**src/rtl/spi_fpu_framer_pkg.sv**
```systemverilog
// Shared definitions for the SPI-to-FPU command framer: state encoding,
// opcode byte layout, response length and the FPU operation codes.
package spi_fpu_pkg;

  typedef enum logic [2:0] {
    ST_IDLE    = 3'd0,
    ST_OPERAND = 3'd1,
    ST_ISSUE   = 3'd2,
    ST_WAIT    = 3'd3,
    ST_RESP    = 3'd4,
    ST_SKIP    = 3'd5,
    ST_DRAIN   = 3'd6
  } state_t;

  localparam int         OP_MSB     = 3;
  localparam int         UNARY_BIT  = 4;
  localparam logic [7:0] RSVD_MASK  = 8'hE0;
  localparam int         RESP_BYTES = 5;

  localparam logic [3:0] OP_ADD  = 4'h0;
  localparam logic [3:0] OP_SUB  = 4'h1;
  localparam logic [3:0] OP_MUL  = 4'h2;
  localparam logic [3:0] OP_SQRT = 4'h3;
  localparam logic [3:0] OP_DIV  = 4'h4;

  function automatic logic rsvd_ok(input logic [7:0] op_byte);
    return (op_byte & RSVD_MASK) == 8'h00;
  endfunction

endpackage

```
**src/rtl/spi_fpu_framer_serializer.sv**
```systemverilog
// Holds one FPU response (status byte plus result word) and emits it
// MSB-first over a valid/ready byte handshake; flush drops the remainder.
module fpu_word_serializer
  import spi_fpu_pkg::*;
#(
  parameter int OPERAND_WIDTH = 32,
  parameter int FLAG_WIDTH    = 5
) (
  input  logic                     clock,
  input  logic                     reset,
  input  logic                     load,
  input  logic                     flush,
  input  logic [OPERAND_WIDTH-1:0] result,
  input  logic [FLAG_WIDTH-1:0]    flags,
  input  logic                     out_ready,
  output logic                     out_valid,
  output logic [7:0]               out_data,
  output logic                     out_last
);

  localparam int NB = OPERAND_WIDTH / 8 + 1;
  localparam int IW = (NB > 1) ? $clog2(NB) : 1;
  localparam logic [IW-1:0] LAST_IDX = IW'(NB - 1);

  logic [8*NB-1:0] shift_r;
  logic [IW-1:0]   idx_r;
  logic            valid_r;

  // Response shift register; the head byte is always the one on offer.
  always_ff @(posedge clock or negedge reset) begin
    if (!reset) begin
      shift_r <= '0;
      idx_r   <= '0;
      valid_r <= 1'b0;
    end else if (flush) begin
      idx_r   <= '0;
      valid_r <= 1'b0;
    end else if (load) begin
      shift_r <= {8'(flags), result};
      idx_r   <= '0;
      valid_r <= 1'b1;
    end else if (valid_r && out_ready) begin
      if (idx_r == LAST_IDX) begin
        valid_r <= 1'b0;
      end else begin
        shift_r <= shift_r << 4'd8;
        idx_r   <= idx_r + 1'b1;
      end
    end
  end

  assign out_valid = valid_r;
  assign out_data  = shift_r[8*NB-1 -: 8];
  assign out_last  = (idx_r == LAST_IDX);

endmodule

```
**src/rtl/spi_fpu_framer.sv**
```systemverilog
// Frames SPI bytes into one FPU request (opcode, A, optional B) and returns
// the status/result bytes; chip-select release aborts a partial frame.
module spi_fpu_framer
  import spi_fpu_pkg::*;
#(
  parameter int OPERAND_WIDTH = 32,
  parameter int FLAG_WIDTH    = 5
) (
  input  logic                     clock,
  input  logic                     reset,
  input  logic                     in_data_valid,
  input  logic [7:0]               in_data,
  input  logic                     active,
  output logic                     out_data_valid,
  output logic [7:0]               out_data,
  input  logic                     out_data_ready,
  output logic                     fpu_valid,
  input  logic                     fpu_ready,
  output logic [3:0]               fpu_opcode,
  output logic [OPERAND_WIDTH-1:0] fpu_a,
  output logic [OPERAND_WIDTH-1:0] fpu_b,
  input  logic                     fpu_result_valid,
  input  logic [OPERAND_WIDTH-1:0] fpu_result,
  input  logic [FLAG_WIDTH-1:0]    fpu_flags,
  output logic                     busy,
  output logic                     frame_error
);

  localparam int NBW = OPERAND_WIDTH / 8;
  localparam int CW  = $clog2(2 * NBW);
  localparam logic [CW-1:0] LAST_A = CW'(NBW - 1);
  localparam logic [CW-1:0] LAST_B = CW'(2 * NBW - 1);

  state_t                   state_r;
  logic [CW-1:0]            cnt_r;
  logic [3:0]               opcode_r;
  logic                     unary_r;
  logic [OPERAND_WIDTH-1:0] a_r;
  logic [OPERAND_WIDTH-1:0] b_r;
  logic                     fpu_valid_r;
  logic                     busy_r;
  logic                     frame_error_r;
  logic                     active_d_r;
  logic                     fall_s;
  logic                     load_s;
  logic                     flush_s;
  logic                     ser_valid_s;
  logic                     ser_last_s;

  assign fall_s = active_d_r & ~active;

  // Serializer control: load on the result pulse, flush on abort mid-response.
  always_comb begin
    load_s  = 1'b0;
    flush_s = 1'b0;
    if (state_r == ST_WAIT) begin
      load_s = fpu_result_valid && !fall_s;
    end else if (state_r == ST_RESP) begin
      flush_s = fall_s;
    end else begin
      load_s  = 1'b0;
      flush_s = 1'b0;
    end
  end

  // Frame state machine with registered request, busy and error outputs.
  always_ff @(posedge clock or negedge reset) begin
    if (!reset) begin
      state_r       <= ST_IDLE;
      cnt_r         <= '0;
      opcode_r      <= 4'h0;
      unary_r       <= 1'b0;
      a_r           <= '0;
      b_r           <= '0;
      fpu_valid_r   <= 1'b0;
      busy_r        <= 1'b0;
      frame_error_r <= 1'b0;
      active_d_r    <= 1'b0;
    end else begin
      active_d_r    <= active;
      frame_error_r <= 1'b0;
      case (state_r)
        ST_IDLE: begin
          if (in_data_valid && !fall_s) begin
            busy_r <= 1'b1;
            if (rsvd_ok(in_data)) begin
              state_r  <= ST_OPERAND;
              opcode_r <= in_data[OP_MSB:0];
              unary_r  <= in_data[UNARY_BIT];
              cnt_r    <= '0;
              a_r      <= '0;
              b_r      <= '0;
            end else begin
              state_r       <= ST_SKIP;
              frame_error_r <= 1'b1;
            end
          end
        end
        ST_OPERAND: begin
          if (fall_s) begin
            state_r       <= ST_IDLE;
            busy_r        <= 1'b0;
            frame_error_r <= 1'b1;
          end else if (in_data_valid) begin
            if (cnt_r <= LAST_A) begin
              a_r <= (a_r << 4'd8) | OPERAND_WIDTH'(in_data);
            end else begin
              b_r <= (b_r << 4'd8) | OPERAND_WIDTH'(in_data);
            end
            if ((unary_r && cnt_r == LAST_A) || cnt_r == LAST_B) begin
              state_r     <= ST_ISSUE;
              fpu_valid_r <= 1'b1;
            end else begin
              cnt_r <= cnt_r + 1'b1;
            end
          end
        end
        ST_ISSUE: begin
          if (fall_s) begin
            fpu_valid_r <= 1'b0;
            if (fpu_ready) begin
              state_r <= ST_DRAIN;
            end else begin
              state_r       <= ST_IDLE;
              busy_r        <= 1'b0;
              frame_error_r <= 1'b1;
            end
          end else if (fpu_ready) begin
            state_r     <= ST_WAIT;
            fpu_valid_r <= 1'b0;
          end
        end
        ST_WAIT: begin
          // A result coinciding with the abort is simply discarded.
          if (fall_s) begin
            if (fpu_result_valid) begin
              state_r <= ST_IDLE;
              busy_r  <= 1'b0;
            end else begin
              state_r <= ST_DRAIN;
            end
          end else if (fpu_result_valid) begin
            state_r <= ST_RESP;
          end
        end
        ST_RESP: begin
          if (fall_s || (ser_valid_s && out_data_ready && ser_last_s)) begin
            state_r <= ST_IDLE;
            busy_r  <= 1'b0;
          end
        end
        ST_SKIP: begin
          if (!active) begin
            state_r <= ST_IDLE;
            busy_r  <= 1'b0;
          end
        end
        ST_DRAIN: begin
          if (fpu_result_valid) begin
            state_r <= ST_IDLE;
            busy_r  <= 1'b0;
          end
        end
        default: begin
          state_r     <= ST_IDLE;
          busy_r      <= 1'b0;
          fpu_valid_r <= 1'b0;
        end
      endcase
    end
  end

  fpu_word_serializer #(
    .OPERAND_WIDTH(OPERAND_WIDTH),
    .FLAG_WIDTH   (FLAG_WIDTH)
  ) u_serializer (
    .clock    (clock),
    .reset    (reset),
    .load     (load_s),
    .flush    (flush_s),
    .result   (fpu_result),
    .flags    (fpu_flags),
    .out_ready(out_data_ready),
    .out_valid(ser_valid_s),
    .out_data (out_data),
    .out_last (ser_last_s)
  );

  assign out_data_valid = ser_valid_s;
  assign fpu_valid      = fpu_valid_r;
  assign fpu_opcode     = opcode_r;
  assign fpu_a          = a_r;
  assign fpu_b          = b_r;
  assign busy           = busy_r;
  assign frame_error    = frame_error_r;

endmodule
```
**config.mk**
```make
export PLATFORM = sky130hd
export DESIGN_NAME = spi_fpu_framer
export DESIGN_NICKNAME = d
export VERILOG_FILES = /design/src/rtl/spi_fpu_framer_pkg.sv /design/src/rtl/spi_fpu_framer_serializer.sv /design/src/rtl/spi_fpu_framer.sv
export SDC_FILE = /design/constraint.sdc
export NUM_CORES = 1
export LEC_CHECK = 0
export CAP_MARGIN = 10
export CORE_MARGIN = 2
export CORE_UTILIZATION = 50
export CTS_CLUSTER_DIAMETER = 50
export CTS_CLUSTER_SIZE = 25
export DETAILED_ROUTE_END_ITERATION = 8
export GPL_TIMING_DRIVEN = 0
export PLACE_DENSITY = 0.82
export SETUP_SLACK_MARGIN = 0.5
export SKIP_LAST_GASP = 1
export SLEW_MARGIN = 25
export SYNTH_ARGS = -nofsm -noshare
export SYNTH_HDL_FRONTEND = slang
export SYNTH_SLANG_ARGS = --single-unit
```
**constraint.sdc**
```tcl
create_clock -name clock -period 2.6 [get_ports clock]
set_input_delay 0.39 -clock clock [delete_from_list [all_inputs] [get_ports clock]]
set_output_delay 0.39 -clock clock [all_outputs]
set_load 0.02 [all_outputs]
```
Word-level counts from Yosys, hierarchy flattened
Cells that the tools add are included.
Operators by class
  equal/unequal tests: 30
  muxes and demuxes: 66
  bitwise logic cells: 6
  magnitude comparators: 1
  add/sub/neg operators: 2
  reduce and logical (&&, ||, !) cells: 25
Operators by type and width (count)
  32-bit two-way mux: 8
  32-bit case mux with 2 select lines: 2
  40-bit two-way mux: 3
  3-bit two-way mux: 23
  32-bit by 8-bit bitwise OR with 32-bit output: 2
  2-bit inequality test, second input constant: 15
  1-bit two-way mux: 25
  3-bit case mux with 7 select lines: 1
  6-bit AND reduction: 3
  3-bit equality test, second input constant: 5
  3-bit inequality test, second input constant: 5
  3-bit by 2-bit equality test with 1-bit output, second input constant: 3
  8-bit zero test: 1
  8-bit AND reduction: 1
  1-bit case mux with 7 select lines: 1
  7-bit AND reduction: 1
  3-bit by 1-bit adder with 3-bit output, second input constant: 2
  1-bit case mux with 3 select lines: 2
  3-bit case mux with 2 select lines: 1
  3-bit AND reduction: 2
  3-bit nonzero test: 2
  1-bit logical AND: 5
  5-bit AND reduction: 1
  5-bit OR reduction: 1
  other kinds (10): 15
Word-level totals
  output and inout port bits: 80
  logic and storage cells: 143
  flip-flop bits (word level): 123
  bits of input ports: 52

Depth between registers and ports, before layout
Gate-level depths: netlist (run 1).
  depth after elaboration: 7
  gate-level depth with buffers: 8
  mapped depth without buffers: 6

By module
A second synthesis (run 1) with hierarchy kept.
Second synthesis, totals
  cell total of the unflattened synthesis: 566
  area total of the unflattened synthesis: 6214.7 um^2
By module, submodules not included
  spi_fpu_framer: instances 1, cells an instance 278, sequential area each 1976.9 um^2, area an instance 3669.8 um^2
  fpu_word_serializer: instances 1, cells an instance 288, sequential area each 1101.1 um^2, area an instance 2544.9 um^2

Worst setup path before layout (run 1)
Ideal clock, no wire load.
  path type: reg2reg
  start: register active_d_r
  end: register u_serializer.shift_r[19]
  setup time: 0.128 ns
  period minus slack after synthesis: 1.929 ns
  arrival: 1.801 ns
  path slack: 0.671 ns
  buffers on the path: 2
  required time: 2.472 ns
  cell stages (with the launch flop): 7
  cells stage by stage: dfrtp_1 nor2b_1 buf_2 nor4b_2 buf_4 mux2_1 mux2_1
Between the ends
  word-level cells in the longest chain between the ends: 6
  elaborated cells on any way between the ends: 11
  classes of those cells: 1 x eq/ne; 4 x mux; 2 x bitwise; 4 x reduce/logical
Ends and longest elaborated chain
  start, declared: RTL line spi_fpu_framer.sv:43  | logic active_d_r;
  start signal, assigned: RTL line spi_fpu_framer.sv:80  | active_d_r <= active;
  1-bit bitwise AND (*): RTL line spi_fpu_framer.sv:50  | assign fall_s = active_d_r & ~active;
  1-bit zero test: RTL line spi_fpu_framer.sv:57  | load_s = fpu_result_valid && !fall_s;
  1-bit logical AND: RTL line spi_fpu_framer.sv:57
  1-bit two-way mux: RTL line spi_fpu_framer.sv:56  | if (state_r == ST_WAIT) begin
  2-bit inequality test (no line) or 2-bit nonzero test (tied branches)
  3-bit AND reduction (no line)
  end signal, assigned: RTL line spi_fpu_framer_serializer.sv:39  | shift_r <= {8'(flags), result};
  end signal, assigned: RTL line spi_fpu_framer_serializer.sv:46  | shift_r <= shift_r << 4'd8;
  end, declared: RTL line spi_fpu_framer_serializer.sv:25  | logic [8*NB-1:0] shift_r;
Every way passes the cells marked *; elsewhere a longest branch is shown, timed or not.
A chain may end at the register's enable or synchronous reset.

Final worst setup path (run 1)
  start: input in_data[7]
  end: register a_r[6] (netlist: fpu_a[6])
Between the ends
  word-level cells in the longest chain between the ends: 3
Ends and longest elaborated chain
  start, declared: RTL line spi_fpu_framer.sv:12  | input logic [7:0] in_data,
  8-bit zero test: RTL line spi_fpu_framer_pkg.sv:27  | return (op_byte & RSVD_MASK) == 8'h00;
  2-bit inequality test (no line)
  6-bit AND reduction (no line)
  end signal, assigned: RTL line spi_fpu_framer.sv:106  | a_r <= (a_r << 4'd8) | OPERAND_WIDTH'(in_data);
  end, declared: RTL line spi_fpu_framer.sv:38  | logic [OPERAND_WIDTH-1:0] a_r;
Every way passes these cells.

==> qor.yml, run 1 <==
outcome:
  status: "finished clean"
clocking:
  cts_max_level: 4
  clk_latency_ps: 420
  cts.path.max_buffers: 2
  clk_pin_slew_ps: 50
  cts_sinks: 123
  numCtsBuffers: 17
  root_buffer: "clkbuf_16"
  cts_tree: "yes"
setup_path:
  ff2ff_path_depth: 7
  cp_max_fo: 10
  r2r_slack_ps: 600
  crit_slowest_cell: "clkdlybuf4s50_1"
  rr_endpoint: "u_serializer.shift_r[23]"
  r2r_start: "active_d_r"
  critical-path-max-stage-delay_ps: 500
  endpoint_kind: "flop"
  cp_data_required_time_ps: 2890
  crit_end: "fpu_a[6]"
  critPathLaunchType: "primary input"
  crit_start: "in_data[7]"
  arrival_ps: 2290
  crit_chain: "clkdlybuf4s50_1 > nor3_2 > nand3b_1 > a21oi_4 > buf_4 > mux2_1"
  setup.worst_path.class: "primary input to flop"
synthesis:
  syn-num-nets: 508
  synthAdderAreaFrac: 0.01102
  yosysTopAreaCellShare: 0.5420
  synth.avg_cell_area_um2: 12.59
  synth_mux_area_frac: 0.2084
  synth_edf_count: 0
  ys_types: 54
  synth_most_common_cell: "dfrtp_1"
  yosys.area_share.xor_xnor: 0.004627
  syn_inst: 451
  syn_area_um2: 5679
  synth_compound_area_frac: 0.09518
  ys_seq_elements: 123
  synthSimpleGateAreaFrac: 0.08063
  ys.flop_type: "dfrtp_1"
  synth_common_cells: "dfrtp_1, mux2_1, a22o_1, nand2_1, inv_1"
  async_flop_share: 1.000
  synth.largest_area_cell: "dfrtp_1"
  synth_area_leaders: "dfrtp_1, mux2_1, a22o_1, mux2i_1, mux2_2"
  ys_seq_area_frac: 0.5420
  synth_top_family_by_area: "multiplexers"
  yosys_warnings: 0
detailed_routing:
  wl_per_cell_um: 17.93
  via_per_inst: 5.487
  ant_nets: 0
  wl_um: 13660
  route.vias.total: 4181
  drt-initial-drc-count: 307
  first_pass_iters: 4
  drc_errors: 0
placed_design:
  hpwl_um: 9599
  portBuffers: 131
  place_ws_ps: -151.0
  place_inst: 723
  gp_congestion: 0.8604
hold_path:
  min_path_type: "primary input to flop"
final_layout:
  final_nets: 666
  nFillCells: 732
  multi_input_area_um2: 2316
  drive_gt1_frac: 0.1640
  final_cell_count_no_fill: 762
  area_delta_synth_final_pct: 39.83
  n_antenna_cell: 0
  regArea_um2: 3078
power:
  p_comb_frac: 0.374
  internal-power_uw: 5785
  power_switching_uw: 2911
  power.leakage_uw: 0.003639
  swShare: 0.3348
  ir_drop_mv: 0.6755
  p_seq_frac: 0.345
  power_density_nw_per_um2: 1095
  p_clk_frac: 0.281
run:
  max_cap_violations: 0
sta:
  tns_ps: 0
  maxSlewViolCount: 0
  tightestPinTransition_ps: 557.1
  clock_skew_ps: 5.303
  finalSetupViolations: 0
  maxSlewHeadroom: 0.6233
  fmax_mhz: 499.2
  rsz0062_at_grt: "false"
  finalCriticalPeriod_ps: 2003
  worst_slack_ps: 596.9
  hold_viol: 0
  fin_crit_sh: 0.7704
die:
  die_w_um: 110.6
  rows: 38
  start_util: 0.5171
  pin_count: 132
  coreArea_um2: 10980
  die-area_um2: 12230
  chipHeight_um: 110.6
global_routing:
  gr-total-overflow: 0
  grt_max_degree: 68
  grt_pass1_vias: 4412
  antenna_found_initial: 0
  grt_pass1_wl_um: 22410
  grt_use_total: 0.2314
through the flow:
stage / hold WS (ps) / total power [uW] / area (um2) / util
after floorplan: 94.41 / 4853 / 5679 / -
after global placement: 460.5 / 6044 / 7166 / 0.6524
after detailed placement: 373.5 / 6184 / 7198 / 0.6554
after CTS: 292.0 / 8697 / 7883 / 0.7177
after global routing: 328.4 / 9126 / 7941 / 0.7231
final: 300.5 / 8696 / 7941 / 0.7231
power by group through the flow:
| stage | Clock, uW | Sequential [uW] | Combinational, uW |
|---|---|---|---|
| 4_1_cts | 2460 | 3000 | 3240 |
| 5_1_grt | 2540 | 3080 | 3500 |
| 6_report | 2440 | 3000 | 3250 |
| 3_3_place_gp | 0 | 2970 | 3080 |
| 2_1_floorplan | 0 | 3260 | 1600 |
| 3_5_place_dp | 0 | 3010 | 3170 |
layout by cell type, fill, tap and decap left out, types with 7 or more instances in the layout:
cell | netlist | routed
dfrtp_1 | 123 | 123
mux2i_1 | 26 | 26
and2_1 | 11 | 11
mux2_1 | 68 | 67
inv_1 | 28 | 28
nor2_1 | 8 | 7
nand2_1 | 32 | 31
a22o_1 | 36 | 36
mux2_2 | 14 | 14
clkbuf_16 | 0 | 17
buf_2 | 12 | 10
buf_4 | 15 | 21
a21oi_1 | 8 | 8
clkdlybuf4s50_1 | 0 | 128
critical path, delay by kind of cell:
kind                   cells  cell delay [ps]
AOI/OAI and AO/OA          1              250
muxes                      1              360
and+or+nand+nor            2              530
buffers and inverters      2              740
layout make-up:
cell class | count | area share
inverters | 29 | 0.01371
repair buffers | 139 | 0.1763
clock buffers | 21 | 0.06050
clock inverters | 11 | 0.01780
flip-flops and latches | 123 | 0.3876
plain buffers | 36 | 0.03041
multi-input cells | 263 | 0.2916
well taps | 140 | 0.02206
routing by layer:
layer  routed length (um)  part of all wire  track usage  vias to the layer above
li1                     -                 -            -                     1898
met1                 5714              0.42       0.2745                     2099
met2                 6828              0.50       0.3984                      157
met3                  877             0.064      0.07519                       27
met4                  242             0.018      0.07583                        0
met5                    0                 0            0                        -
logic make-up after synthesis:
logic type	after synthesis
and+or+nand+nor	81
muxes	108
buffers and inverters	65
DFF	123
xor gates and xnor gates	3
AOI/OAI and AO/OA	66
adders and majority gates	5
how the worst min path moves through the flow:
stage	startpoint	end	cells past startpoint
global route	active	active_d_r	1
detailed placement	reset	fpu_a[22]	1
global placement	u_serializer.shift_r[23]	u_serializer.shift_r[23]	1
CTS	active	active_d_r	1
floorplan	reset	active_d_r	0
finish	active	active_d_r	1
registers in the layout, summed over array words and instances, names as in the netlist, 3 cells and up:
signal,flops
cnt_r,3
fpu_a,32
fpu_b,32
fpu_opcode,4
state_r,3
u_serializer.idx_r,3
u_serializer.shift_r,40
timing repair:
item | CTS | global route
endpoints found under the setup margin | 56 | 67
hold endpoints to repair | 66 | 0
setup buffers | 4 | 2
pin swaps | 2 | 1
resized for setup | 7 | 13
hold buffers | 1 | 0
Note: power is estimated with default switching activity, not from simulation.
==> run 2: changes to the inputs <==
--- a/config.mk
+++ b/config.mk
@@ -7,12 +7,12 @@
 export LEC_CHECK = 0
 export CAP_MARGIN = 10
 export CORE_MARGIN = 2
-export CORE_UTILIZATION = 50
+export CORE_UTILIZATION = 45
 export CTS_CLUSTER_DIAMETER = 50
 export CTS_CLUSTER_SIZE = 25
 export DETAILED_ROUTE_END_ITERATION = 8
 export GPL_TIMING_DRIVEN = 0
-export PLACE_DENSITY = 0.82
+export PLACE_DENSITY = 0.78
 export SETUP_SLACK_MARGIN = 0.5
 export SKIP_LAST_GASP = 1
 export SLEW_MARGIN = 25
==> constraint.sdc (replaced) <==
create_clock -name clock -period 1.65 [get_ports clock]
set_input_delay 0.2475 -clock clock [delete_from_list [all_inputs] [get_ports clock]]
set_output_delay 0.2475 -clock clock [all_outputs]
set_load 0.02 [all_outputs]
==> run 2 against run 1 <==
Effect of this change: the flow now finishes with violations (setup timing); clock skew is 5.1 ps higher; combinational power grew to 2.7 times the previous value; first-iteration DRC count rose by 50%; setup slack worse by 940 ps; flip-flop and latch count unchanged; highest routed layer unchanged.
==> qor.yml, run 2 (same netlist as run 1, synthesis figures left out) <==
setup_path:
  crit_family: "buffers and inverters"  # unchanged
  crit_slowest_cell: "dfrtp_1"  # was clkdlybuf4s50_1
  endpoint_kind: "flop"  # unchanged
  critPathLaunchType: "flop"  # was primary input
  critPathBufInv: 5  # was 2
  arrival_ps: 2320  # was 2290 ps
  cp_data_required_time_ps: 1970  # was 2890 ps
  cp_max_fo: 7  # was 10
  crit_chain: "buf_6 > buf_12 > nor2_4 > nand3b_1 > a21oi_4 > buf_6 > buf_6 > buf_12 > mux2i_1"  # was clkdlybuf4s50_1 > nor3_2 > nand3b_1 > a21oi_4 > buf_4 > mux2_1
  cp_common_cell: "buf_6"
  setup.worst_path.class: "flop to flop"  # was primary input to flop
  critical-path-max-stage-delay_ps: 370  # was 500 ps
sta:
  worst_slack_ps: -347.3  # was 596.9 ps
  hold_viol: 0  # unchanged
  fin_crit_sh: 1.210
  maxSlewHeadroom: 0.7261  # was 0.6233
  finalSetupViolations: 119  # was 0
  tightestPinTransition_ps: 410.0  # was 557.1 ps
  rsz0062_at_grt: "true"  # was false
  finalCriticalPeriod_ps: 1997
  maxSlewViolCount: 0  # unchanged
  clock_skew_ps: 10.37  # was 5.303 ps
  fin_hold_ws_ps: 329.1  # was 300.5 ps
  fmax_mhz: 500.7
final_layout:
  area_delta_synth_final_pct: 80.15  # was 39.83%
  fin_area_um2: 10230  # was 7941 um2
  nFillCells: 587  # was 732
  fin_util: 0.8207  # was 0.7231
  n_antenna_cell: 0  # unchanged
  drive_gt1_frac: 0.5443  # was 0.1640
  top_register: "u_serializer.shift_r"  # unchanged
  largest_reg_flops: 40  # unchanged
  final_cell_mix: "buf_4, dfrtp_1, buf_6"  # was clkdlybuf4s50_1, dfrtp_1, mux2_1
  final_nets: 812  # was 666
  final_common_cell: "buf_4"  # was clkdlybuf4s50_1
power:
  p_comb_frac: 0.486  # was 0.374
  p_seq_frac: 0.267  # was 0.345
  swShare: 0.3310  # was 0.3348
  power_density_nw_per_um2: 1765  # was 1095 nW/um2
  p_clk_frac: 0.247  # was 0.281
  ir_drop_mv: 1.059  # was 0.6755 mV
  internal-power_uw: 12080  # was 5785 uW
  power_switching_uw: 5978  # was 2911 uW
  power.leakage_uw: 0.004959  # was 0.003639 uW
  fin_total_pwr_uw: 18060  # was 8696 uW
global_routing:
  grt_pass1_wl_um: 27810  # was 22410 um
  grt_pass1_vias: 5149  # was 4412
  antenna_found_initial: 0  # unchanged
  grt_use_total: 0.2751  # was 0.2314
  grt_max_degree: 83  # was 68
  gr-total-overflow: 0  # unchanged
placed_design:
  place_ws_ps: -766.1  # was -151.0 ps
  gp_congestion: 0.8657  # was 0.8604
  hpwl_um: 9574  # was 9599 um
  place_area_um2: 7416  # was 7198 um2
  portBuffers: 131  # unchanged
die:
  pin_count: 132  # unchanged
  chipHeight_um: 116.3  # was 110.6 um
  start_util: 0.4556  # was 0.5171
  die_w_um: 116.3  # was 110.6 um
  coreArea_um2: 12470  # was 10980 um2
  rows: 41  # was 38
  die-area_um2: 13540  # was 12230 um2
clocking:
  cts.path.max_buffers: 2  # unchanged
  clk_pin_slew_ps: 60  # was 50 ps
  clk_latency_ps: 420  # about the same
  root_buffer: "clkbuf_16"  # unchanged
  cts_sinks: 123  # unchanged
  cts_max_level: 4  # unchanged
  cts_tree: "yes"  # unchanged
  numCtsBuffers: 17  # unchanged
detailed_routing:
  wl_per_cell_um: 22.27  # was 17.93 um
  first_pass_iters: 5  # was 4
  drt-initial-drc-count: 462  # was 307
  wl_um: 20940  # was 13660 um
  via_per_inst: 5.414  # was 5.487
  route.vias.total: 5089  # was 4181
  drc_errors: 0  # unchanged
  ant_nets: 0  # unchanged
run:
  max_cap_violations: 0  # unchanged
hold_path:
  min_path_type: "primary input to asynchronous set/reset pin"  # was primary input to flop
outcome:
  violations: "setup timing"
  status: "finished with violations"  # was finished clean
## run 2: changes by cell type in the layout (fill, tap and decap cells not counted), sizes merged
cell	change
bufinv	+4
buf	+222
clkbuf	+4
clkinvlp	-2
clkinv	-2
clkdlybuf4s50	-79
dlygate4sd2	-1
## run 2: per-stage QoR
| stage | instances | TNS (ps) |
|---|---|---|
| final | 940 | -28850 |
| after global routing | 940 | -35360 |
| after CTS | 900 | -21620 |
| after detailed placement | 755 | -72360 |
| after global placement | 754 | -605240 |
| after floorplan | 451 | -7035 |
## run 2: what timing repair did
item / CTS / global route
buffers inserted: 104 / 38
hold buffers: 1 / 0
endpoints found under the hold margin: 41 / 0
resized for setup: 580 / 61
cloned: 8 / 2
setup endpoints to repair: 202 / 209
pin swaps: 26 / 16
## run 2: final cells by class
cell class / count / area (um2) / share of cell area
inverter: 29 / 111.4 / 0.01088
tap: 172 / 215.2 / 0.02103
clock inverter: 11 / 240.2 / 0.02348
timing repair buffer: 285 / 2907 / 0.2841
clock buffer: 21 / 450.4 / 0.04403
multi-input combinational: 263 / 2769 / 0.2706
buffer: 36 / 460.4 / 0.04500
sequential: 123 / 3078 / 0.3008
## run 2: final timing paths
check                                         start                        to  slack, ps  cells past startpoint
min in group clock                    fpu_result[0]   u_serializer.shift_r[0]        440                      2
max reg2reg                              state_r[0]                 fpu_a[19]       -350                      9
min                                           reset                 fpu_a[25]        330                      2
max                                      state_r[0]                 fpu_a[19]       -350                      9
min reg2reg                u_serializer.shift_r[28]  u_serializer.shift_r[28]        500                      1
max in group asynchronous                     reset                 fpu_a[21]        740                      3
## run 2: power groups by stage
stage          Sequential (uW)  Combinational, uW  Clock, uW
6_report                  4820               8780       4460
5_1_grt                   4900               9210       4640
4_1_cts                   4690               7410       4430
3_5_place_dp              4710               5320          0
3_3_place_gp              4680               5150          0
2_1_floorplan             5140               2810          0
## run 2: layer usage
layer,vias to the layer above,wire length (um),global-route usage
li1,2195,-,-
met1,2543,7977,0.3107
met2,275,10630,0.4922
met3,76,1536,0.07317
met4,0,797,0.1143
met5,-,0,0
==> run 3: changes to the inputs <==
--- a/config.mk
+++ b/config.mk
@@ -13,7 +13,6 @@
 export DETAILED_ROUTE_END_ITERATION = 8
 export GPL_TIMING_DRIVEN = 0
 export PLACE_DENSITY = 0.78
-export SETUP_SLACK_MARGIN = 0.5
 export SKIP_LAST_GASP = 1
 export SLEW_MARGIN = 25
 export SYNTH_ARGS = -nofsm -noshare
==> run 3 against run 2 <==
Effect of this change: the flow still finishes with violations (setup timing); setup slack better by 30 ps; global-route usage down 4.0 points; final area down 11%; die area unchanged; largest cell class is now registers.
==> qor.yml, run 3 (same netlist as run 1, synthesis figures left out) <==
die:
  rows: 41  # unchanged
  coreArea_um2: 12470  # unchanged
  chipHeight_um: 116.3  # unchanged
  pin_count: 132  # unchanged
  die-area_um2: 13540  # unchanged
  start_util: 0.4556  # unchanged
  die_w_um: 116.3  # unchanged
clocking:
  numCtsBuffers: 17  # unchanged
  clk_latency_ps: 420  # about the same
  cts.path.max_buffers: 2  # unchanged
  clk_pin_slew_ps: 60  # about the same
  cts_max_level: 4  # unchanged
  cts_sinks: 123  # unchanged
  cts_tree: "yes"  # unchanged
  root_buffer: "clkbuf_16"  # unchanged
setup_path:
  setup.worst_path.class: "flop to flop"  # unchanged
  crit_family: "flip-flops"  # was buffers and inverters
  arrival_ps: 2270  # was 2320 ps
  critPathBufInv: 2  # was 5
  critical-path-max-stage-delay_ps: 440  # was 370 ps
  crit_slowest_cell: "dfrtp_1"  # unchanged
  cp_common_cell: "buf_6"  # unchanged
  endpoint_kind: "flop"  # unchanged
  crit_chain: "buf_6 > or3b_4 > buf_6 > a211oi_4 > a211oi_2 > mux2_4"  # was buf_6 > buf_12 > nor2_4 > nand3b_1 > a21oi_4 > buf_6 > buf_6 > buf_12 > mux2i_1
  critPathLaunchType: "flop"  # unchanged
  cp_data_required_time_ps: 1950  # was 1970 ps
  cp_max_fo: 7  # unchanged
global_routing:
  gr-total-overflow: 0  # unchanged
  grt_use_total: 0.2354  # was 0.2751
  antenna_found_initial: 0  # unchanged
  grt_max_degree: 69  # was 83
  grt_pass1_vias: 4740  # was 5149
  grt_pass1_wl_um: 24280  # was 27810 um
placed_design:
  place_area_um2: 7341  # was 7416 um2
  hpwl_um: 9645  # was 9574 um
  portBuffers: 131  # unchanged
  gp_congestion: 0.8594  # was 0.8657
  place_inst: 755  # unchanged
sta:
  fmax_mhz: 508.4  # was 500.7 MHz
  rsz0062_at_grt: "true"  # unchanged
  hold_viol: 0  # unchanged
  fin_hold_ws_ps: 338.3  # was 329.1 ps
  maxSlewViolCount: 0  # unchanged
  worst_slack_ps: -316.9  # was -347.3 ps
  finalSetupViolations: 116  # was 119
  maxSlewHeadroom: 0.7083  # was 0.7261
  finalCriticalPeriod_ps: 1967  # was 1997 ps
  clock_skew_ps: 6.506  # was 10.37 ps
  tightestPinTransition_ps: 437.6  # was 410.0 ps
  tns_ps: -20430  # was -28850 ps
  fin_crit_sh: 1.192  # was 1.210
final_layout:
  final_cell_mix: "dfrtp_1, mux2_4, clkdlybuf4s50_1, dlygate4sd2_1, buf_4"  # was buf_4, dfrtp_1, buf_6
  final_common_cell: "dfrtp_1"  # was buf_4
  fin_area_um2: 9117  # was 10230 um2
  final_nets: 721  # was 812
  area_delta_synth_final_pct: 60.54  # was 80.15%
  final_cell_count_no_fill: 848  # was 940
  n_antenna_cell: 0  # unchanged
  nFillCells: 783  # was 587
  top_register: "u_serializer.shift_r"  # unchanged
  drive_gt1_frac: 0.3506  # was 0.5443
  largest_reg_flops: 40  # unchanged
detailed_routing:
  drt-initial-drc-count: 355  # was 462
  ant_nets: 0  # unchanged
  route.vias.total: 4509  # was 5089
  first_pass_iters: 4  # was 5
  wl_per_cell_um: 19.25  # was 22.27 um
  via_per_inst: 5.317  # was 5.414
  wl_um: 16320  # was 20940 um
  drc_errors: 0  # unchanged
power:
  ir_drop_mv: 0.8194  # was 1.059 mV
  fin_total_pwr_uw: 15280  # was 18060 uW
  power_density_nw_per_um2: 1676  # was 1765 nW/um2
  power.leakage_uw: 0.004604  # was 0.004959 uW
run:
  max_cap_violations: 0  # unchanged
hold_path:
  min_path_type: "primary input to asynchronous set/reset pin"  # unchanged
outcome:
  status: "finished with violations"  # unchanged
  violations: "setup timing"  # unchanged
## run 3: metrics by stage
stage / utilization / setup WS (ps)
final: 0.7314 / -316.9
after global routing: 0.7314 / -365.4
after CTS: 0.7005 / -347.4
after detailed placement: 0.5889 / -790.7
after global placement: 0.5863 / -4359
after floorplan: - / -199.4
## run 3: layout make-up
class	instances	area, um2	area share
Inverter	29	111.4	0.01221
Tap cell	172	215.2	0.02360
Clock inverter	11	145.1	0.01592
Clock buffer	20	456.7	0.05009
Multi-Input combinational cell	263	2714	0.2977
Sequential cell	123	3079	0.3377
Timing Repair Buffer	197	2053	0.2252
Buffer	33	342.8	0.03760
## run 3: report_power, final
| part | internal (uW) | switching [uW] | total [uW] |
|---|---|---|---|
| registers | 4020 | 731 | 4750 |
| clock network | 2440 | 1350 | 3790 |
| logic | 3640 | 3100 | 6740 |
## run 3: metal layers
| metal | track usage | up-vias | share of wire |
|---|---|---|---|
| met5 | 0 | - | 0 |
| met4 | 0.1008 | 0 | 0.021 |
| met3 | 0.06798 | 30 | 0.058 |
| met2 | 0.3996 | 177 | 0.52 |
| met1 | 0.2801 | 2292 | 0.40 |
| li1 | - | 2010 | - |
## run 3: repair_timing
action	4_1_cts	5_1_grt
buffers inserted	49	10
resized for setup	159	80
gates cloned	5	5
pin swaps	20	10
setup endpoints to repair	177	137
endpoints found under the hold margin	55	0
hold buffers	1	0
## run 3: worst paths after layout
path | slack (ps) | endpoint | cells past startpoint | from
worst max register to register | -320 | state_r[1] | 6 | state_r[1]
max in group asynchronous | 630 | cnt_r[0] | 3 | reset
worst min register to register | 490 | u_serializer.shift_r[33] | 1 | u_serializer.shift_r[33]
worst max-delay path | -320 | state_r[1] | 6 | state_r[1]
min in group clock | 400 | active_d_r | 1 | active
worst min-delay path | 340 | fpu_b[27] | 2 | reset
